===== src/rtl/mux_scan_nx1.sv =====
// Registered N-channel selector with a manual select mode and an auto-scan
// sequencer that dwells on each enabled channel and emits sample/sweep strobes.
module mux_scan_nx1 #(
    parameter int N_CH  = 4,
    parameter int WIDTH = 1,
    parameter int DWELL = 10,
    parameter int SEL_W = $clog2(N_CH)
) (
    input  logic                  clk,
    input  logic                  reset,
    input  logic                  en,
    input  logic                  mode,
    input  logic [SEL_W-1:0]      sel,
    input  logic [N_CH-1:0]       ch_mask,
    input  logic [N_CH*WIDTH-1:0] din,
    output logic [WIDTH-1:0]      z,
    output logic [SEL_W-1:0]      ch,
    output logic                  sample_valid,
    output logic                  scan_done,
    output logic                  sel_err
);

    localparam int CNT_W = (DWELL > 1) ? $clog2(DWELL) : 1;

    typedef enum logic [1:0] {
        ST_IDLE   = 2'd0,
        ST_MANUAL = 2'd1,
        ST_SCAN   = 2'd2
    } state_t;

    state_t             state_q;
    state_t             next_state;
    logic [CNT_W-1:0]   cnt_q;
    logic               scan_live_q;
    logic               scan_entry;
    logic               dwell_end;
    logic               sel_ok;
    logic [SEL_W-1:0]   lowest_ch;
    logic [SEL_W-1:0]   next_ch;

    function automatic logic [WIDTH-1:0] pick(input logic [N_CH*WIDTH-1:0] d,
                                              input logic [SEL_W-1:0] idx);
        logic [WIDTH-1:0] r;
        r = '0;
        for (int i = 0; i < N_CH; i++) begin
            if (SEL_W'(i) == idx) r = d[i*WIDTH +: WIDTH];
        end
        return r;
    endfunction

    function automatic logic [SEL_W-1:0] lowest_set(input logic [N_CH-1:0] m);
        logic [SEL_W-1:0] r;
        r = '0;
        for (int i = N_CH - 1; i >= 0; i--) begin
            if (m[i]) r = SEL_W'(i);
        end
        return r;
    endfunction

    // Descending scan with overwrite leaves the lowest enabled channel above cur;
    // if there is none, the wrap target (lowest enabled overall) survives.
    function automatic logic [SEL_W-1:0] next_set(input logic [N_CH-1:0] m,
                                                  input logic [SEL_W-1:0] cur);
        logic [SEL_W-1:0] r;
        r = lowest_set(m);
        for (int i = N_CH - 1; i >= 0; i--) begin
            if (m[i] && (SEL_W'(i) > cur)) r = SEL_W'(i);
        end
        return r;
    endfunction

    always_comb begin
        next_state = ST_IDLE;
        if (en) next_state = mode ? ST_SCAN : ST_MANUAL;
        scan_entry = (state_q != ST_SCAN) || !scan_live_q;
        dwell_end  = (cnt_q == CNT_W'(DWELL - 1));
        sel_ok     = ({1'b0, sel} < (SEL_W + 1)'(N_CH));
        lowest_ch  = lowest_set(ch_mask);
        next_ch    = next_set(ch_mask, ch);
    end

    always_ff @(posedge clk) begin
        if (reset) begin
            state_q      <= ST_IDLE;
            cnt_q        <= '0;
            scan_live_q  <= 1'b0;
            z            <= '0;
            ch           <= '0;
            sample_valid <= 1'b0;
            scan_done    <= 1'b0;
            sel_err      <= 1'b0;
        end else begin
            state_q      <= next_state;
            sample_valid <= 1'b0;
            scan_done    <= 1'b0;
            sel_err      <= 1'b0;
            case (next_state)
                ST_MANUAL: begin
                    cnt_q       <= '0;
                    scan_live_q <= 1'b0;
                    if (sel_ok) begin
                        ch           <= sel;
                        z            <= pick(din, sel);
                        sample_valid <= 1'b1;
                    end else begin
                        sel_err <= 1'b1;
                    end
                end
                ST_SCAN: begin
                    // An empty mask parks the sequencer; the next nonzero mask re-enters.
                    if (ch_mask == '0) begin
                        scan_live_q <= 1'b0;
                        if (state_q != ST_SCAN) cnt_q <= '0;
                    end else if (scan_entry) begin
                        ch          <= lowest_ch;
                        z           <= pick(din, lowest_ch);
                        cnt_q       <= '0;
                        scan_live_q <= 1'b1;
                    end else if (!dwell_end) begin
                        z     <= pick(din, ch);
                        cnt_q <= cnt_q + 1'b1;
                    end else begin
                        z            <= pick(din, ch);
                        ch           <= next_ch;
                        cnt_q        <= '0;
                        sample_valid <= 1'b1;
                        scan_done    <= (next_ch <= ch);
                    end
                end
                default: begin
                    cnt_q       <= '0;
                    scan_live_q <= 1'b0;
                end
            endcase
        end
    end

endmodule


===== config.mk =====
export PLATFORM = sky130hd
export DESIGN_NAME = mux_scan_nx1
export DESIGN_NICKNAME = d
export VERILOG_FILES = /design/src/rtl/mux_scan_nx1.sv
export SDC_FILE = /design/constraint.sdc
export NUM_CORES = 1
export LEC_CHECK = 0
export CORE_UTILIZATION = 44
export DETAILED_ROUTE_END_ITERATION = 6
export GPL_TIMING_DRIVEN = 0
export PLACE_DENSITY_LB_ADDON = 0.12
export SETUP_SLACK_MARGIN = 0.5
export SLEW_MARGIN = 20
export SYNTH_ARGS = -nofsm -noshare
export SYNTH_HDL_FRONTEND = slang
export SYNTH_SLANG_ARGS = --single-unit

===== constraint.sdc =====
create_clock -name clk -period 1.7 [get_ports clk]
set_clock_uncertainty 0.05 [all_clocks]
set_input_delay 0.34 -clock clk [delete_from_list [all_inputs] [get_ports clk]]
set_output_delay 0.34 -clock clk [all_outputs]
set_load 0.01 [all_outputs]

==> reports/qor.txt, run 1 <==
worst flop-to-flop path endpoint: scan_done
Die Height: 46.1 um
CP max FO: 5
Fmax: 642 MHz
final hold vios: 0
# IOs: 20
max cap viols: 0
Die W: 46.1 um
Starting Density: 0.481
Hold Path Class: in -> reg
clock period minus worst slack: 1560 ps
Slew Viols, Final: 0
most frequent cells in the layout: 9 x nor2_1, 9 x buf_4, 8 x a21oi_1
Seq/Total Area, Yosys: 0.280
Clock Pin Slew Worst Setup and Hold Paths: 70 ps
initial antenna violation count: 0
sequential share of power: 0.410
vias per cell: 5.86
hold endpoint: state_q[0]
Comb pwr share: 0.273
Yosys warnings: 0
power after layout: 0.735 mW
placed cell areas: 1090 um2
flop2flop setup slack: 190 ps
Clock power frac: 0.317
n_diodes: 0
WS Path Type: in -> reg
Hold-fix buffers, CTS: 0
CP arrival: 1710 ps
total wire length: 2380 um
RSZ-0062 raised after global routing: true
grt total ovfl: 0
P per Cell Area: 584 nW/um2
pin count of the biggest net entering global routing: 10
total number of vias: 909
Leak Pwr: 0.498 nW
status: complete, no violations
critical path required time: 1850 ps
CP Launch Type: input pin
flops & latches, synth: 12
Tot GR Track Use: 0.262
Setup violations, final: 0
crit path capture type: flop
R2R depth: 6
Final HPWL DP: 1550 um
worst reg2reg path startpoint: ch[0]
I/O Buffers: 17
core area: 1780 um2
Pint: 0.521 mW
clk_lat worst skew: 280 ps
row count: 15
Avg Inst Size Synth: 8.57 um2
Placer Congestion: 0.799
Num CTS Buffers: 3
Post-Syn Instances: 100
hold_sp: mode
First-pass DRT Iterations: 4
ys async rst share: 0
post-route setup TNS: 0 ps
final core utilization: 0.707
htree depth: 1
Finished Layout Cells: 155
Post-Syn Nets: 118
Area Overhead vs Synth: 47.0%
wire per inst: 15.4 um
detailed-route DRC error count: 0
sw frac: 0.292
Hold Crit Depth: 2
Worst Setup Slack, final: 141 ps
vias in the first global route: 848
worst vdd ir: 0.427 mV
fraction of final layout cells sized beyond drive strength 1: 0.408
first-pass GRT wire length: 3880 um
Fill cells: 144
Post-Syn Area: 857 um2
Longest Clk Path Bufs: 2
Post-DRT Antenna Nets: 0
Post-synth EDFFs: 0
Design Area, Final: 1260 um2
Worst Hold Margin: 297 ps
Die ar.: 2130 um2
Place WS: -626 ps
Post-Place Cells: 142
Sw Pwr: 0.214 mW
1st-iter DRT viols: 13
CTS Root Cell: clkbuf_4
clock sinks: 12
Layout Nets: 149
ratio of final minimum period to clock period: 0.917
Main synth FF type: dfxtp_1
Synth cell types: 39
CTS tree: yes
## final cells by class
class | instances | area (um2) | area share
repair buffers | 26 | 210 | 0.167
inverters | 7 | 28.8 | 0.0228
multi-input cells | 77 | 668 | 0.530
flip-flops and latches | 12 | 254 | 0.202
well taps | 25 | 31.3 | 0.0248
clock buffers | 4 | 36.3 | 0.0288
plain buffers | 4 | 31.3 | 0.0248
## power by group through the flow
stage | clock network (mW) | logic, mW | registers, mW
after floorplan | 0 | 0.0978 | 0.310
after global placement | 0 | 0.172 | 0.309
after detailed placement | 0 | 0.176 | 0.310
after CTS | 0.235 | 0.188 | 0.301
after global routing | 0.251 | 0.218 | 0.303
final | 0.233 | 0.201 | 0.302
## cells in the mapped netlist (all sizes together) (2+ instances only)
| master | instances | area share |
|---|---|---|
| dfxtp | 12 | 0.28 |
| a21oi | 9 | 0.053 |
| a311oi | 4 | 0.048 |
| nand2 | 3 | 0.013 |
| mux4 | 2 | 0.053 |
| nor4 | 3 | 0.029 |
| nor3b | 2 | 0.023 |
| clkbuf | 2 | 0.0088 |
| ha | 4 | 0.058 |
| buf | 2 | 0.022 |
| nor2 | 9 | 0.039 |
| nand3 | 3 | 0.018 |
| o32ai | 2 | 0.020 |
| or2 | 2 | 0.015 |
| inv | 7 | 0.031 |
| nand3b | 3 | 0.026 |
| nor3 | 6 | 0.041 |
| and3b | 2 | 0.020 |
| nand2b | 8 | 0.058 |
## sequential cells by signal, summed over array words and instances, names as in the netlist
signal	count
ch	2
cnt_q	4
sample_valid	1
scan_done	1
scan_live_q	1
state_q	2
z	1
## layer usage
layer / track usage / vias up / part of all wire
li1: - / 439 / -
met1: 0.327 / 430 / 0.46
met2: 0.434 / 34 / 0.47
met3: 0.0824 / 6 / 0.052
met4: 0.0647 / 0 / 0.014
met5: 0 / - / 0
## what timing repair did
item,in CTS,in global routing
endpoints found under the setup margin,16,12
setup buffers,9,0
pin swaps,11,6
resized for setup,59,9
cloned,0,0
## critical path: stages
cell and delay [ps]:
buf_8 100, buf_8 110, or2_4 240, a311oi_4 310, ha_1 290, a21oi_1 140, a21oi_1 60, nor3_1 120
## cell families after synthesis
kind of cell / share of synthesized area
DFF: 0.280
other: 0.00438
and+or+nand+nor: 0.312
adders and majority gates: 0.0584
muxes: 0.0642
AOI/OAI and AO/OA: 0.219
buffers and inverters: 0.0613
## worst max-delay path by stage
stage | startpoint | end | slack, ps | cells after the start
2_1_floorplan | ch_mask[1] | scan_done | 70 | 7
3_3_place_gp | ch_mask[1] | scan_done | -570 | 8
3_5_place_dp | ch_mask[1] | scan_done | -630 | 8
4_1_cts | ch_mask[1] | scan_done | 110 | 8
5_1_grt | ch_mask[1] | scan_done | 80 | 8
6_report | ch_mask[1] | scan_done | 140 | 8
No activity file was read; power rests on OpenSTA's default activity.
==> run 2, diff against run 1 <==
--- a/config.mk
+++ b/config.mk
@@ -5,7 +5,8 @@
 export SDC_FILE = /design/constraint.sdc
 export NUM_CORES = 1
 export LEC_CHECK = 0
-export CORE_UTILIZATION = 44
+export CORE_UTILIZATION = 50
+export CTS_CLUSTER_DIAMETER = 100
 export DETAILED_ROUTE_END_ITERATION = 6
 export GPL_TIMING_DRIVEN = 0
 export PLACE_DENSITY_LB_ADDON = 0.12
==> constraint.sdc (replaced) <==
create_clock -name clk -period 1.8 [get_ports clk]
set_clock_uncertainty 0.05 [all_clocks]
set_input_delay 0.36 -clock clk [delete_from_list [all_inputs] [get_ports clk]]
set_output_delay 0.36 -clock clk [all_outputs]
set_load 0.01 [all_outputs]
==> run 2 against run 1 <==
  * Largest power group unchanged
  * Clock-buffer cell count did not move
  * The run now ends with DRC left
  * Register-to-register slack barely moved
  * Critical path type is now reg -> reg
  * Sequential share of layout area fell by 0.33 points
==> reports/qor.txt, run 2 (same netlist as run 1, synthesis figures left out) <==
status: finished with violations (was complete, no violations)
failing checks: DRC
Area Overhead vs Synth: 50.2% (was 47.0%)
WS Path Type: reg -> reg (was in -> reg)
Fill cells: 93 (was 144)
sequential share of power: 0.393 (was 0.410)
Leak Pwr: 0.523 nW (was 0.498 nW)
CP arrival: 1750 ps (was 1710 ps)
hold_sp: mode (unchanged)
RSZ-0062 raised after global routing: true (unchanged)
P per Cell Area: 557 nW/um2 (was 584 nW/um2)
Layout Nets: 154 (was 149)
first-pass GRT wire length: 3660 um (was 3880 um)
Pint: 0.505 mW (was 0.521 mW)
Sw Pwr: 0.212 mW (was 0.214 mW)
initial antenna violation count: 0 (unchanged)
total number of vias: 966 (was 909)
vias in the first global route: 823 (was 848)
Clock power frac: 0.308 (was 0.317)
crit path capture type: flop (unchanged)
wire per inst: 17.5 um (was 15.4 um)
Placer Congestion: 0.827 (was 0.799)
Slew Viols, Final: 0 (unchanged)
max incr delay on CP: 370 ps (was 310 ps)
1st-iter DRT viols: 45 (was 13)
Design Area, Final: 1290 um2 (was 1260 um2)
First-pass DRT Iterations: 6 (was 4)
vias per cell: 6.40 (was 5.86)
critical path required time: 1950 ps (was 1850 ps)
worst flop-to-flop path endpoint: scan_done (unchanged)
Hold Crit Depth: 2 (unchanged)
commonest non-fill, non-tap cell in the layout: buf_4
Post-DRT Antenna Nets: 0 (unchanged)
Post-Place Cells: 133 (was 142)
row count: 14 (was 15)
sw frac: 0.296 (was 0.292)
Finished Layout Cells: 151 (was 155)
CTS Root Cell: clkbuf_4 (unchanged)
placed cell areas: 1080 um2 (was 1090 um2)
Largest register FFs: 4 (unchanged)
clk_lat worst skew: 280 ps (about the same)
CP Launch Type: flop (was input pin)
htree depth: 1 (unchanged)
worst reg2reg path startpoint: ch[0] (unchanged)
grt total ovfl: 0 (unchanged)
worst path bufs/invs: 0 (was 2)
Reg area: 255 um2 (was 254 um2)
fraction of final layout cells sized beyond drive strength 1: 0.400 (was 0.408)
final core utilization: 0.826 (was 0.707)
Place WS: -547 ps (was -626 ps)
flop2flop setup slack: 200 ps (was 190 ps)
I/O Buffers: 17 (unchanged)
Comb pwr share: 0.300 (was 0.273)
core area: 1560 um2 (was 1780 um2)
Setup violations, final: 0 (unchanged)
Longest Clk Path Bufs: 2 (unchanged)
Hold Path Class: in -> reg (unchanged)
met3 WL: 184 um (was 124 um)
most frequent cells in the layout: 13 x buf_4, 9 x nor2_1, 8 x dfxtp_1, 8 x dlygate4sd2_1, 7 x nand2b_1 (was 9 x nor2_1, 9 x buf_4, 8 x a21oi_1)
Die Height: 43.4 um (was 46.1 um)
total wire length: 2640 um (was 2380 um)
power after layout: 0.717 mW (was 0.735 mW)
post-route setup TNS: 0 ps (unchanged)
Worst Hold Margin: 305 ps (was 297 ps)
Largest regs: cnt_q: 4 flops, ch: 2 flops, state_q: 2 flops (unchanged)
R2R depth: 6 (unchanged)
CTS tree: yes (unchanged)
Die W: 43.4 um (was 46.1 um)
clock period minus worst slack: 1600 ps
Tot GR Track Use: 0.265 (was 0.262)
top cell family by delay on the critical path: compound AO/OA/AOI/OAI gates (unchanged)
clock sinks: 12 (unchanged)
met2 wire length: 1330 um (was 1120 um)
worst vdd ir: 0.614 mV (was 0.427 mV)
slowest CP cell: dfxtp_4 (was a311oi_4)
# IOs: 20 (unchanged)
n_diodes: 0 (unchanged)
Top Metal Used: met4 (unchanged)
multi-input logic area: 662 um2 (was 668 um2)
ratio of final minimum period to clock period: 0.889
Starting Density: 0.550 (was 0.481)
Worst Setup Slack, final: 199 ps (was 141 ps)
detailed-route DRC error count: 4 (was 0)
Metal-1 WL: 1070 um (was 1100 um)
Clock Pin Slew Worst Setup and Hold Paths: 70 ps (about the same)
Most flops, register: cnt_q (unchanged)
max cap viols: 0 (unchanged)
Num CTS Buffers: 3 (unchanged)
final hold vios: 0 (unchanged)
CP Cell Sequence: nand2b_4 > a311oi_4 > ha_1 > a21oi_2 > a21oi_1 > nor3_1 (was buf_8 > buf_8 > or2_4 > a311oi_4 > ha_1 > a21oi_1 > a21oi_1 > nor3_1)
Die ar.: 1880 um2 (was 2130 um2)
hold endpoint: state_q[0] (unchanged)
Final HPWL DP: 1520 um (was 1550 um)
Fmax: 625 MHz
CP max FO: 5 (unchanged)
pin count of the biggest net entering global routing: 10 (unchanged)
-- run 2: routing by layer --
| metal | global-route usage | vias up |
|---|---|---|
| met5 | 0 | - |
| met4 | 0.119 | 0 |
| met3 | 0.0583 | 9 |
| met2 | 0.448 | 46 |
| met1 | 0.322 | 464 |
| li1 | - | 447 |
-- run 2: layout make-up --
cell class | instances | area share
flip-flops and latches | 12 | 0.198
clock buffers | 4 | 0.0282
well taps | 16 | 0.0155
plain buffers | 4 | 0.0243
multi-input cells | 77 | 0.514
inverters | 7 | 0.0224
repair buffers | 31 | 0.197
-- run 2: how the worst max path moves through the flow --
stage / startpoint / endpoint / slack [ps] / cells after the start
2_1_floorplan: ch_mask[1] / scan_done / 150 / 7
4_1_cts: ch_mask[1] / scan_done / 170 / 8
3_3_place_gp: ch_mask[1] / scan_done / -510 / 8
3_5_place_dp: ch_mask[1] / scan_done / -550 / 8
6_report: ch[0] / scan_done / 200 / 6
5_1_grt: ch[0] / scan_done / 150 / 6
-- run 2: timing repair --
action | in CTS | in global routing
pin swaps | 8 | 7
resized for setup | 48 | 15
hold buffers | 0 | 0
setup buffers | 10 | 4
setup endpoints to repair | 16 | 14
-- run 2: power by group through the flow --
stage / sequential [mW] / combinational, mW / clock, mW
6_report: 0.281 / 0.215 / 0.221
2_1_floorplan: 0.293 / 0.0924 / 0
3_5_place_dp: 0.292 / 0.166 / 0
3_3_place_gp: 0.292 / 0.161 / 0
4_1_cts: 0.281 / 0.178 / 0.219
5_1_grt: 0.282 / 0.228 / 0.233
